`src/rtl/mux_pkg.sv`:
```
// Shared definitions for the pipelined N-to-1 selector: state encoding and the
// state type used by the output-side skid-buffer FSM.
package mux_pkg;

    localparam logic [1:0] MUX_ST_EMPTY = 2'd0;
    localparam logic [1:0] MUX_ST_BUSY  = 2'd1;
    localparam logic [1:0] MUX_ST_FULL  = 2'd2;

    typedef enum logic [1:0] {
        ST_EMPTY = MUX_ST_EMPTY,
        ST_BUSY  = MUX_ST_BUSY,
        ST_FULL  = MUX_ST_FULL
    } mux_state_e;

endpackage

```
`src/rtl/mux_nto1_comb.sv`:
```
// Purely combinational N-to-1 channel select; a select index with no matching
// channel (only reachable when N is not a power of two) yields an all-zero word.
module mux_nto1_comb #(
    parameter  int WIDTH = 32,
    parameter  int N     = 4,
    localparam int SEL_W = $clog2(N)
) (
    input  logic [N*WIDTH-1:0] in_data,
    input  logic [SEL_W-1:0]   sel,
    output logic [WIDTH-1:0]   out_data
);

    always_comb begin
        out_data = '0;
        for (int k = 0; k < N; k++) begin
            if (sel == SEL_W'(k)) out_data = in_data[k*WIDTH +: WIDTH];
        end
    end

endmodule

```
`src/rtl/mux_nto1_pipe.sv`:
```
// N-to-1 selector feeding a two-entry skid buffer with valid/ready on both sides.
// Optional macro MUX_SEL_CHECK_EN builds the sticky out-of-range select flag.
//
//   state    | meaning
//   ST_EMPTY | nothing held, out_valid=0, in_ready=1
//   ST_BUSY  | output reg holds a word, in_ready=1
//   ST_FULL  | output and skid regs both hold words, in_ready=0
module mux_nto1_pipe
    import mux_pkg::*;
#(
    parameter  int WIDTH = 32,
    parameter  int N     = 4,
    localparam int SEL_W = $clog2(N)
) (
    input  logic               clock,
    input  logic               reset,
    input  logic [N*WIDTH-1:0] in_data,
    input  logic [SEL_W-1:0]   sel,
    input  logic               in_valid,
    output logic               in_ready,
    output logic [WIDTH-1:0]   out_data,
    output logic               out_valid,
    input  logic               out_ready,
    output logic               sel_err
);

    mux_state_e       r_state;
    logic [WIDTH-1:0] r_out_data;
    logic [WIDTH-1:0] r_skid;
    logic [WIDTH-1:0] w_sel_word;
    logic             w_accept;
    logic             w_pop;

    mux_nto1_comb #(
        .WIDTH (WIDTH),
        .N     (N)
    ) u_sel (
        .in_data  (in_data),
        .sel      (sel),
        .out_data (w_sel_word)
    );

    // Ready is a function of registered state only, so no combinational path from out_ready.
    assign in_ready  = (r_state != ST_FULL) && !reset;
    assign out_valid = (r_state != ST_EMPTY);
    assign out_data  = r_out_data;
    assign w_accept  = in_valid && in_ready;
    assign w_pop     = out_valid && out_ready;

    always_ff @(posedge clock or posedge reset) begin
        if (reset) begin
            r_state    <= ST_EMPTY;
            r_out_data <= '0;
            r_skid     <= '0;
        end else begin
            case (r_state)
                ST_EMPTY: begin
                    if (w_accept) begin
                        r_state    <= ST_BUSY;
                        r_out_data <= w_sel_word;
                    end
                end
                ST_BUSY: begin
                    if (w_accept && w_pop) begin
                        r_out_data <= w_sel_word;
                    end else if (w_accept) begin
                        r_state <= ST_FULL;
                        r_skid  <= w_sel_word;
                    end else if (w_pop) begin
                        r_state <= ST_EMPTY;
                    end
                end
                ST_FULL: begin
                    if (w_pop) begin
                        r_state    <= ST_BUSY;
                        r_out_data <= r_skid;
                    end
                end
                default: r_state <= ST_EMPTY;
            endcase
        end
    end

`ifdef MUX_SEL_CHECK_EN
    logic r_sel_err;

    always_ff @(posedge clock or posedge reset) begin
        if (reset) begin
            r_sel_err <= 1'b0;
        end else if (w_accept && (int'(sel) >= N)) begin
            r_sel_err <= 1'b1;
        end
    end

    assign sel_err = r_sel_err;
`else
    assign sel_err = 1'b0;
`endif

endmodule

```
`config.mk`:
```
export PLATFORM = sky130hd
export DESIGN_NAME = mux_nto1_pipe
export DESIGN_NICKNAME = d
export VERILOG_FILES = /design/src/rtl/mux_pkg.sv /design/src/rtl/mux_nto1_comb.sv /design/src/rtl/mux_nto1_pipe.sv
export SDC_FILE = /design/constraint.sdc
export NUM_CORES = 1
export LEC_CHECK = 0
export BUFFER_PORTS_ARGS = -buffer_cell sky130_fd_sc_hd__buf_2
export CORE_UTILIZATION = 50
export DETAILED_ROUTE_END_ITERATION = 7
export PLACE_DENSITY = 0.82
export SYNTH_ARGS = -nofsm -noshare
export SYNTH_HDL_FRONTEND = slang
export SYNTH_SLANG_ARGS = --single-unit
```
`constraint.sdc`:
```
create_clock -name clock -period 2.5 [get_ports clock]
set_input_delay 0.25 -clock clock [delete_from_list [all_inputs] [get_ports clock]]
set_output_delay 0.25 -clock clock [all_outputs]
set_load 0.02 [all_outputs]
```
; ---- Word level (Yosys, flattened, before mapping)
; Cells that the tools add are included.
[totals]
register_bits = 66
latch_bits = 0
mem_bits_rw = 0
romBits = 0
input_bits = 134
out_inout_bits = 35
wordCells = 41
mem_count = 0
[classes]
n_addsub = 0
multipliers = 0
div = 0
magnitude_cmp = 0
n_eq_ne = 11
shifts = 0
muxes = 14
bitwise_logic = 1
n_reduce_logical = 12
[ops]
columns = op, count
row1 = $mux 32, 7
row2 = $pmux 32 s3, 1
row3 = $mux 2, 5
row4 = $ne 2x2->1 const B, 5
row5 = $reduce_and 4->1, 2
row6 = $eq 2x2->1 const B, 3
row7 = $pmux 2 s3, 1
row8 = $eq 2x1->1 const B, 2
row9 = $logic_and 1x1->1, 4
row10 = $logic_not 2->1, 2
row11 = $ne 3x3->1 const B, 1
row12 = $reduce_and 3->1, 1
row13 = $reduce_bool 3->1, 1
row14 = $reduce_bool 2->1, 1
row15 = $logic_not 1->1, 1
row16 = $not 1->1, 1

; ---- Longest topological paths before layout
; Gate-level depths: netlist (run 1).
[depth]
depth_word = 7
depth_mapped = 6
ltp_nobuf = 3

; ---- Modules after synthesis
; From an unflattened synthesis (run 1), not the netlist that was laid out.
[unflattened]
hier_cells = 236
hier_area_um2 = 3652.3
[modules_own_cells]
columns = mod, n_inst, cells_per_inst, area_per_inst_um2, seq_area_each_um2
row1 = mux_nto1_pipe, 1, 197, 2837.7, 1651.6
row2 = mux_nto1_comb, 1, 39, 814.5, 0.0

; ---- Worst setup path before layout (run 1)
; Ideal clock, no wire load.
[synth_path]
path_kind = flip-flop to output port
start = register r_state[1]
end = output in_ready
arrival_time_ps = 1345
t_required_ps = 2250
path_slack_ps = 905
stages_incl_launch_ff = 6
n_path_buf = 3
cell_sequence = dfrtp_1 -> and2b_1 -> buf_2 -> buf_6 -> buf_2 -> nor2_1
[synth_via]
elab_chain_len = 2
[synth_lines]
columns = item, line_no
row1 = start: declaration, mux_nto1_pipe.sv:27  ; mux_state_e r_state;
row2 = start signal: assignment, mux_nto1_pipe.sv:52  ; r_state <= ST_EMPTY;
row3 = start signal: assignment, mux_nto1_pipe.sv:59  ; r_state <= ST_BUSY;
row4 = start signal: assignment, mux_nto1_pipe.sv:67  ; r_state <= ST_FULL;
row5 = $ne 2x2->1, mux_nto1_pipe.sv:44  ; assign in_ready = (r_state != ST_FULL) && !reset;
row6 = $logic_and 1x1->1, mux_nto1_pipe.sv:44
row7 = end: declaration, mux_nto1_pipe.sv:20  ; output logic in_ready,
; No other way between the ends.

; ---- Worst setup path after layout (run 1)
; Same ends and word-level chain as after synthesis.

==> metrics.csv, run 1 <==
metric;value;unit
met1 Usage GRT;29.9;%
IO Pins;169;
Final Cycle Share;78.0;%
most instantiated library cell after synthesis;mux2i_1;
Tot Pwr;3.97;mW
Commonest cells post-synth;mux2i_1, dfrtp_1;
Worst Setup End Kind;output port;
Worst path slowest cell;dfrtp_1;
final setup violation count;0;
Clock Skews;10.5;ps
Slew HR;50.9;%
Clock Path Buffers;2;
largest net degree at the start of global routing;65;
met3 usage in global routing;3.68;%
Ys Warns;0;
Yosys cell types;26;
Initial Util;51.4;%
asr flop ratio synth;100;%
GRT busiest layer;met2;
vias per cell;6.14;
Post-synth EDFFs;0;
Root Buffer;clkbuf_8;
post_cts resized;0;
total track usage;26.0;%
GR Layer Usage met2;47.7;%
WHS;15.5;ps
VDD IR max;0.358;mV
Area after DPL;5330;um2
first-pass GRT wire length;18400;um
Post-CTS Setup Bufs;0;
nets;696;
Chip Width;96.5;um
outcome;finished clean;
clk sink count;66;
gpl congestion;0.764;
Worst-path clk slew;80;ps
Final ANT Viol Nets;0;
initial drt markers;205;
Lkg Pwr;2.57;nW
Hold WC Path Type;in -> async;
layout cell share with drive strength beyond 1;40.9;%
Final Slew Violations;0;
Data required, critical path;2250;ps
cts hold-fix bufs;0;
Seq/Total Area, Yosys;37.0;%
latest clock arrival within the worst-skew pair;330;ps
vias in the first global route;3989;
crit-path max cell delay;470;ps
max_cap viols;0;
final core utilization;64.0;%
H-tree levels;3;
CP Class;reg -> out;
Top delay family on crit path;buffers and inverters;
ys flop type;dfrtp_1;
Post-Syn Instances;421;
Die Ht;96.5;um
flop-to-flop setup slack;610;ps
port bufs;167;
Core Rows;34;
area delta synth->final;24.5;%
Netlist Area Pre-Place;4460;um2
Syn Area/Cell;10.6;um2
post-layout instance area;5550;um2
worst flop-to-flop path startpoint;r_state[1];
fillers;720;
crit-path cells;and2b_2 > buf_4 > nor2_1 > buf_2;
syn_nets;555;
critical path arrival;1700;ps
Avg WL per Cell;17.6;um
hpwl dp;8260;um
top-area cell type share of the netlist area;37.0;%
register bit total from synthesis;66;
CTS tree;done;
setup_tns;0;ps
CP startpoint;r_state[1];
remaining global-route overflow;0;
DRC viols;0;
Fin. Hold Viols;0;
Vias;4149;
Final Critical Period;1950;ps
cts bufs inserted;9;
drt first pass iters;4;
crit-path max FO;27;
antenna violations before repair;1;
final WL;11900;um
top post-synthesis cells by area;dfrtp_1, mux2i_1, mux2_2, a311oi_1, a41oi_1;
WP buf/inv;2;
Worst setup SP type;flip-flop;
Die Area;9310;um2
Core ar.;8680;um2
Least-Margin Pin Slew;737;ps
leading area contributor after synthesis;dfrtp_1;
cell area power density;716;nW/um2
FMAX;512;MHz
unrepaired setup endpoints after global routing;false;
==> routing by layer <==
| layer | up-vias | routed length [um] |
|---|---|---|
| met3 | 18 | 711 |
| met1 | 2053 | 4710 |
| met5 | - | 0 |
| li1 | 1912 | - |
| met4 | 0 | 239 |
| met2 | 166 | 6240 |
==> flip-flops by register name, summed over array words and instances (netlist names) <==
register,count
out_data,32
r_skid,32
r_state,2
==> cell families after synthesis <==
logic type             synth area share, %
AO/OA/AOI/OAI                         13.1
buffers and inverters                 5.75
flip-flops                            37.0
multiplexers                          30.1
other                               0.0840
AND/OR/NAND/NOR                       14.0
==> worst register-to-register path, cell delays in order (launching register included) <==
cell and delay [ps]:
dfrtp_1 460, clkinv_1 290, a31o_2 700, a41oi_1 270
==> layout by cell type (no fill, tap or decap), types with 12 or more instances in the layout <==
cell,instances
a311oi_1,32
buf_4,12
mux2i_1,97
or3_1,32
nand3b_1,32
a41oi_1,32
buf_2,165
mux2_2,31
dfrtp_1,66
nand2_1,32
==> final timing paths <==
path / end / cells past startpoint
worst max-delay path: in_ready / 4
max in group asynchronous: r_skid[4] / 3
worst min register to register: r_skid[14] / 1
worst min-delay path: out_data[20] / 2
min in group clock: r_state[1] / 3
worst max register to register: out_data[18] / 3
==> cell type report <==
class / count / area (um2) / share of cell area (%)
Inverter: 3 / 11.3 / 0.203
Timing Repair Buffer: 180 / 976 / 17.6
Multi-Input combinational cell: 302 / 2560 / 46.1
Tap cell: 108 / 135 / 2.43
Sequential cell: 66 / 1650 / 29.7
Antenna cell: 1 / 2.50 / 0.0451
Clock inverter: 5 / 77.6 / 1.40
Clock buffer: 11 / 141 / 2.55
==> stage by stage <==
stage | std cells | setup WS [ps]
floorplan | 421 | 595
global placement | 659 | 713
detailed placement | 659 | 622
CTS | 675 | 537
global route | 676 | 422
finish | 676 | 549
==> report_power, final <==
| group | leakage, nW | switching, mW | internal, mW |
|---|---|---|---|
| combinational | 1.69 | 0.685 | 0.623 |
| clock | 0.109 | 0.417 | 0.586 |
| sequential | 0.770 | 0.218 | 1.45 |
| total | 2.57 | 1.32 | 2.66 |
No activity file was read; power rests on OpenSTA's default activity.
==> inputs of run 2 (changes only) <==
- ABC_AREA: not set -> 1
- CORE_UTILIZATION: 50 -> 48
- clock period: 2.5 -> 1.8 ns (I/O delays scaled with it)
==> run 2 against run 1 <==
Compared with the run above: die area fell by 8.1%; synthesized area decreased by 12%; via count is 8.3% higher; power increased by 31%; non-clock buffer count grew 5; global-route usage up 3.4 points; worst hold slack better by 110 ps; highest routed layer unchanged; first-iteration DRC count up 10%.
==> metrics.csv, run 2 <==
metric;value;unit;change
setup_tns;0;ps;unchanged
latest clock arrival within the worst-skew pair;340;ps;about the same
fillers;727;;+0.97%
clk sink count;66;;unchanged
Clock Skews;6.82;ps;-3.65 ps
most frequent cells in the layout;nand2_1, buf_2, nand3_1, dfrtp_1, o21ai_0;;
H-tree levels;3;;unchanged
Syn Area/Cell;6.81;um2;-36%
unrepaired setup endpoints after global routing;true;;
Post-synth EDFFs;0;;unchanged
most instantiated library cell after synthesis;nand2_1;;
remaining global-route overflow;0;;unchanged
Core Rows;32;;-5.9%
Final Cycle Share;94.1;%;
CP Class;reg -> reg;;
Ys Warns;0;;unchanged
Netlist Area Pre-Place;3930;um2;-12%
vias per cell;5.34;;-13%
final setup violation count;0;;unchanged
cts bufs inserted;9;;unchanged
FMAX;591;MHz;
Post-CTS Setup Bufs;0;;unchanged
Chip Width;92.5;um;-4.1%
nets;869;;+25%
register bit total from synthesis;66;;unchanged
syn_nets;711;;+28%
Lkg Pwr;2.84;nW;+11%
area delta synth->final;29.4;%;
Hold WC Path Type;in -> reg;;
CTS tree;done;;
Clock Path Buffers;2;;unchanged
IO Pins;169;;unchanged
top post-synthesis cells by area;dfrtp_1, nand2_1, nand3_1, or2_1, o21ai_0;;
drt first pass iters;5;;+1
DRC viols;0;;unchanged
Initial Util;50.3;%;-1.1 points
Worst-path clk slew;70;ps;about the same
total track usage;29.4;%;+3.4 points
Final Slew Violations;0;;unchanged
largest net degree at the start of global routing;46;;-29%
critical path arrival;1860;ps;+160 ps
final WL;11900;um;-0.40%
outcome;finished clean;;
Root Buffer;clkbuf_8;;
first-pass GRT wire length;19600;um;+6.7%
Avg WL per Cell;14.1;um;-20%
Seq. cell area;1650;um2;unchanged
crit-path max FO;33;;+22%
gpl congestion;0.820;;+7.3%
Final ANT Viol Nets;0;;unchanged
Fin. Hold Viols;0;;unchanged
dpl ws;112;ps;-510 ps
leading area contributor after synthesis;dfrtp_1;;
Seq/Total Area, Yosys;42.0;%;+5.0 points
commonest non-fill, non-tap cell in the layout;nand2_1;;
Worst setup SP type;flip-flop;;
layout cell share with drive strength beyond 1;28.5;%;-12 points
Post-Syn Instances;577;;+37%
Least-Margin Pin Slew;891;ps;+155 ps
Die Ht;92.5;um;-4.1%
Commonest cells post-synth;nand2_1, nand3_1, dfrtp_1;;
setup ws final;107;ps;-442 ps
hpwl dp;8580;um;+3.8%
Vias;4493;;+8.3%
max_cap viols;0;;unchanged
top-area cell type share of the netlist area;42.0;%;+5.0 points
antenna violations before repair;0;;-1
ys flop type;dfrtp_1;;
asr flop ratio synth;100;%;unchanged
Multi-input gate area;2080;um2;-19%
Final Critical Period;1690;ps;
Core ar.;7810;um2;-10%
Slew HR;40.3;%;-11 points
initial drt markers;226;;+10%
Data required, critical path;1960;ps;-290 ps
vias in the first global route;4292;;+7.6%
Yosys cell types;19;;-27%
port bufs;167;;unchanged
Antenna diodes;0;;-1
Die Area;8550;um2;-8.1%
Worst Setup End Kind;flip-flop;;
cell area power density;1020;nW/um2;+43%
VDD IR max;0.394;mV;+10%
final core utilization;65.1;%;+1.1 points
run 2: cell count changes after synthesis, moves of 6 or more:
cell,previous run,this run
nand2_1,32,260
nand3_1,0,128
mux2i_1,97,0
o21ai_0,0,33
a311oi_1,32,0
a41oi_1,32,0
nand3b_1,32,0
or3_1,32,0
mux2_2,31,0
or2_1,0,30
clkbuf_1,23,11
inv_1,2,8
run 2: layout make-up:
cell class / count / share of cell area (%)
sequential: 66 / 32.5
tap: 102 / 2.51
timing repair buffer: 185 / 19.4
clock inverter: 1 / 0.0984
clock buffer: 15 / 3.86
multi-input combinational: 464 / 40.9
inverter: 9 / 0.738
run 2: repair_timing:
| item | in CTS | in global routing |
|---|---|---|
| hold endpoints to repair | 21 | 0 |
| hold buffers | 1 | 0 |
| endpoints found under the setup margin | 1 | 1 |
| resized for setup | 1 | 1 |
run 2: layer usage:
| metal | track usage [%] | routed length [um] | part of all wire, % | vias to the layer above |
|---|---|---|---|---|
| met5 | 0 | 0 | 0 | - |
| met4 | 13.5 | 227 | 1.9 | 0 |
| met1 | 35.4 | 4820 | 41 | 2073 |
| met3 | 4.11 | 889 | 7.5 | 22 |
| li1 | - | - | - | 2181 |
| met2 | 51.9 | 5920 | 50 | 217 |
run 2: logic make-up (layout without fill, tap and decap cells):
| logic type | after synthesis | count (layout) | share of synthesized area, % |
|---|---|---|---|
| other | 1 | 1 | 0.0954 |
| flip-flops | 66 | 66 | 42.0 |
| AND/OR/NAND/NOR | 427 | 427 | 47.3 |
| AO/OA/AOI/OAI | 36 | 36 | 4.84 |
| buffers and inverters | 47 | 210 | 5.73 |
run 2: through the flow:
step / cells / cell area, um2 / hold WS (ps) / total power [mW]
3_5_place_dp: 825 / 4860 / 335 / 3.98
2_1_floorplan: 577 / 3980 / 292 / 3.35
5_1_grt: 842 / 5080 / 164 / 5.53
3_3_place_gp: 825 / 4860 / 326 / 3.91
6_report: 842 / 5080 / 125 / 5.21
4_1_cts: 842 / 5080 / 117 / 5.22
run 2: power breakdown:
| part | switching [mW] | total [mW] | leakage (nW) | internal [mW] |
|---|---|---|---|---|
| Clock | 0.557 | 1.25 | 0.106 | 0.688 |
| Combinational | 1.05 | 1.67 | 1.90 | 0.625 |
| Sequential | 0.288 | 2.29 | 0.835 | 2.00 |
run 2: final timing paths:
check,start,slack [ps],cells after the start,endpoint
worst max-delay path,r_state[1],110,3,r_state[0]
worst min-delay path,out_ready,120,2,r_state[1]
worst max register to register,r_state[1],110,3,r_state[0]
worst min register to register,out_data[0],470,2,out_data[0]
max in group asynchronous,reset,390,5,out_data[20]
min in group asynchronous,reset,530,4,r_skid[18]
run 2: worst max-delay path, stage by stage (launching register included):
cell,delay (ps)
dfrtp_1,450
nor2_1,140
o21ai_4,710
o31ai_1,210
==> inputs of run 3 (changes only) <==
- CORE_UTILIZATION: 48 -> 49
- PLACE_DENSITY: 0.82 -> 0.83
- SLEW_MARGIN: not set -> 20
- SYNTH_HIERARCHICAL: not set -> 1
==> run 3 against run 2 <==
Compared with the run above: count of clock-buffer cells in the layout shrank 5; power grew 29%; register-to-register slack improved by 210 ps; critical path type unchanged; largest power group is now combinational logic.
==> metrics.csv, run 3 <==
metric;value;unit;change
Seq. cell area;1650;um2;unchanged
hpwl dp;8170;um;-4.8%
Reg2Reg Depth;7;;+4
cts bufs inserted;9;;unchanged
port bufs;167;;unchanged
largest net degree at the start of global routing;67;;+46%
Antenna diodes;0;;unchanged
Post-synth EDFFs;0;;unchanged
critical path arrival;1760;ps;-100 ps
latest clock arrival within the worst-skew pair;350;ps;about the same
Root Buffer;clkbuf_8;;
ys flop type;dfrtp_1;;
drt first pass iters;5;;unchanged
Slew HR;43.5;%;+3.1 points
final WL;11500;um;-3.1%
flop-to-flop setup slack;310;ps;+210 ps
dpl ws;240;ps;+127 ps
Least-Margin Pin Slew;848;ps;-43.5 ps
Chip Width;92.4;um;about the same
Netlist Area Pre-Place;4010;um2;+2.0%
asr flop ratio synth;100;%;unchanged
Final Cycle Share;82.7;%;-11 points
CP Class;reg -> reg;;
H-tree levels;3;;unchanged
Hold WC Path Type;in -> async;;
final setup violation count;0;;unchanged
syn_nets;688;;-3.2%
crit-path cells;inv_2 > nand2_2 > nand3_4 > nor3_4 > buf_12 > nand2_1 > o21ai_1;;
Clock Skews;6.77;ps;-0.0469 ps
worst flop-to-flop path startpoint;r_state[0];;
DRC viols;0;;unchanged
Area after DPL;4810;um2;-1.1%
setup ws final;312;ps;+205 ps
Commonest cells post-synth;nand2_1, nand3_1, dfrtp_1;;
Post-CTS Setup Bufs;0;;unchanged
unrepaired setup endpoints after global routing;false;;
gpl congestion;0.834;;+1.7%
FMAX;672;MHz;+14%
vias in the first global route;3878;;-9.6%
met1 Usage GRT;37.4;%;+2.0 points
nets;833;;-4.1%
antenna violations before repair;0;;unchanged
commonest non-fill, non-tap cell in the layout;buf_2;;
first-pass GRT wire length;18400;um;-6.1%
Core Rows;32;;unchanged
total track usage;27.6;%;-1.8 points
Lkg Pwr;2.63;nW;-7.7%
area delta synth->final;25.1;%;
most instantiated library cell after synthesis;nand2_1;;
Final ANT Viol Nets;0;;unchanged
post_cts resized;0;;-1
max_cap viols;0;;unchanged
post-layout instance area;5010;um2;-1.4%
most frequent cells in the layout;buf_2, nand2_1, nand3_1, dfrtp_1, inv_1;;
Worst setup SP type;flip-flop;;
leading area contributor after synthesis;dfrtp_1;;
clk sink count;66;;unchanged
Ys Warns;6;;+6
Final Critical Period;1490;ps;-205 ps
CTS tree;done;;
fillers;719;;-1.1%
Die Area;8540;um2;-0.11%
Worst Setup End Kind;flip-flop;;
reg2reg end;r_skid[27];;
Syn Area/Cell;7.23;um2;+6.2%
Final Slew Violations;0;;unchanged
GR Layer Usage met2;44.4;%;-7.5 points
Multi-input gate area;1900;um2;-8.5%
Die Ht;92.4;um;about the same
vias per cell;5.35;;+0.28%
register bit total from synthesis;66;;unchanged
Clock Path Buffers;2;;unchanged
cell area power density;1340;nW/um2;+31%
Worst-path clk slew;80;ps;about the same
crit-path max FO;65;;+97%
Yosys cell types;22;;+3
top post-synthesis cells by area;dfrtp_1, nand3_1, nand2_1, o21ai_0, nand4_1;;
cts hold-fix bufs;0;;-1
Vias;4313;;-4.0%
Initial Util;51.3;%;+0.99 points
GRT busiest layer;met2;;
initial drt markers;310;;+37%
Fin. Hold Viols;0;;unchanged
layout cell share with drive strength beyond 1;29.8;%;+1.3 points
met3 usage in global routing;4.43;%;+0.33 points
IO Pins;169;;unchanged
top-area cell type share of the netlist area;41.2;%;-0.81 points
Data required, critical path;2070;ps;+110 ps
Core ar.;7810;um2;unchanged
Avg WL per Cell;14.3;um;+1.3%
remaining global-route overflow;0;;unchanged
crit-path max cell delay;380;ps;-330 ps
VDD IR max;0.708;mV;+80%
outcome;finished clean;;
Seq/Total Area, Yosys;41.2;%;-0.81 points
Worst path slowest cell;dfrtp_1;;
Post-Syn Instances;554;;-4.0%
==> run 3: cell count changes after synthesis, moves of 10 or more <==
cell / change
nand2_1: -99
nand4_1: +32
or2_1: -30
inv_1: +28
o21ai_1: +22
buf_4: +11
o21ai_0: +10
==> run 3: logic make-up (layout without fill, tap and decap cells) <==
| group | after synthesis | in the layout | synth area share, % |
|---|---|---|---|
| AO/OA/AOI/OAI | 69 | 69 | 9.24 |
| AND/OR/NAND/NOR | 332 | 332 | 37.9 |
| other | 1 | 1 | 0.0936 |
| flip-flops | 66 | 66 | 41.2 |
| buffers and inverters | 86 | 236 | 11.6 |
==> run 3: critical path, delay by kind of cell, from the launching register on <==
kind	cells	cell delay, ps
simple gates	4	550
flops	1	380
buf+inv	2	360
compound gates	1	100
==> run 3: how the worst max path moves through the flow <==
stage	startpoint	endpoint	slack [ps]	cells past startpoint
after floorplan	reset	r_skid[0]	-290	7
after CTS	r_state[0]	r_skid[27]	310	7
final	r_state[0]	r_skid[27]	310	7
after global routing	r_state[0]	r_skid[30]	190	7
after global placement	sel[1]	out_data[1]	260	8
after detailed placement	sel[1]	out_data[25]	240	8
==> run 3: final cells by class <==
class	count	share of cell area, %
flip-flops and latches	66	32.9
multi-input cells	402	37.9
clock buffers	10	2.75
well taps	102	2.55
repair buffers	181	19.5
clock inverters	6	1.32
inverters	39	2.99
==> run 3: power by group <==
part | leakage [nW] | internal, mW | switching (mW)
Sequential | 0.829 | 2.18 | 0.319
Clock | 0.0945 | 0.676 | 0.603
Combinational | 1.70 | 1.03 | 1.91
Total | 2.63 | 3.89 | 2.84
==> run 3: metrics by stage <==
step | setup TNS [ps] | instances | hold WS [ps] | util [%] | power, mW
finish | 0 | 806 | 145 | 64.2 | 6.73
global route | 0 | 806 | 190 | 64.2 | 7.21
CTS | 0 | 806 | 173 | 64.2 | 6.76
detailed placement | 0 | 790 | 454 | 61.6 | 5.47
global placement | 0 | 790 | 450 | 61.6 | 5.39
floorplan | -16370 | 554 | 340 | - | 4.51
==> run 3: routing by layer <==
layer	vias up	part of all wire, %
li1	2140	-
met1	1954	43
met2	197	48
met3	22	6.7
met4	0	2.2
met5	-	0
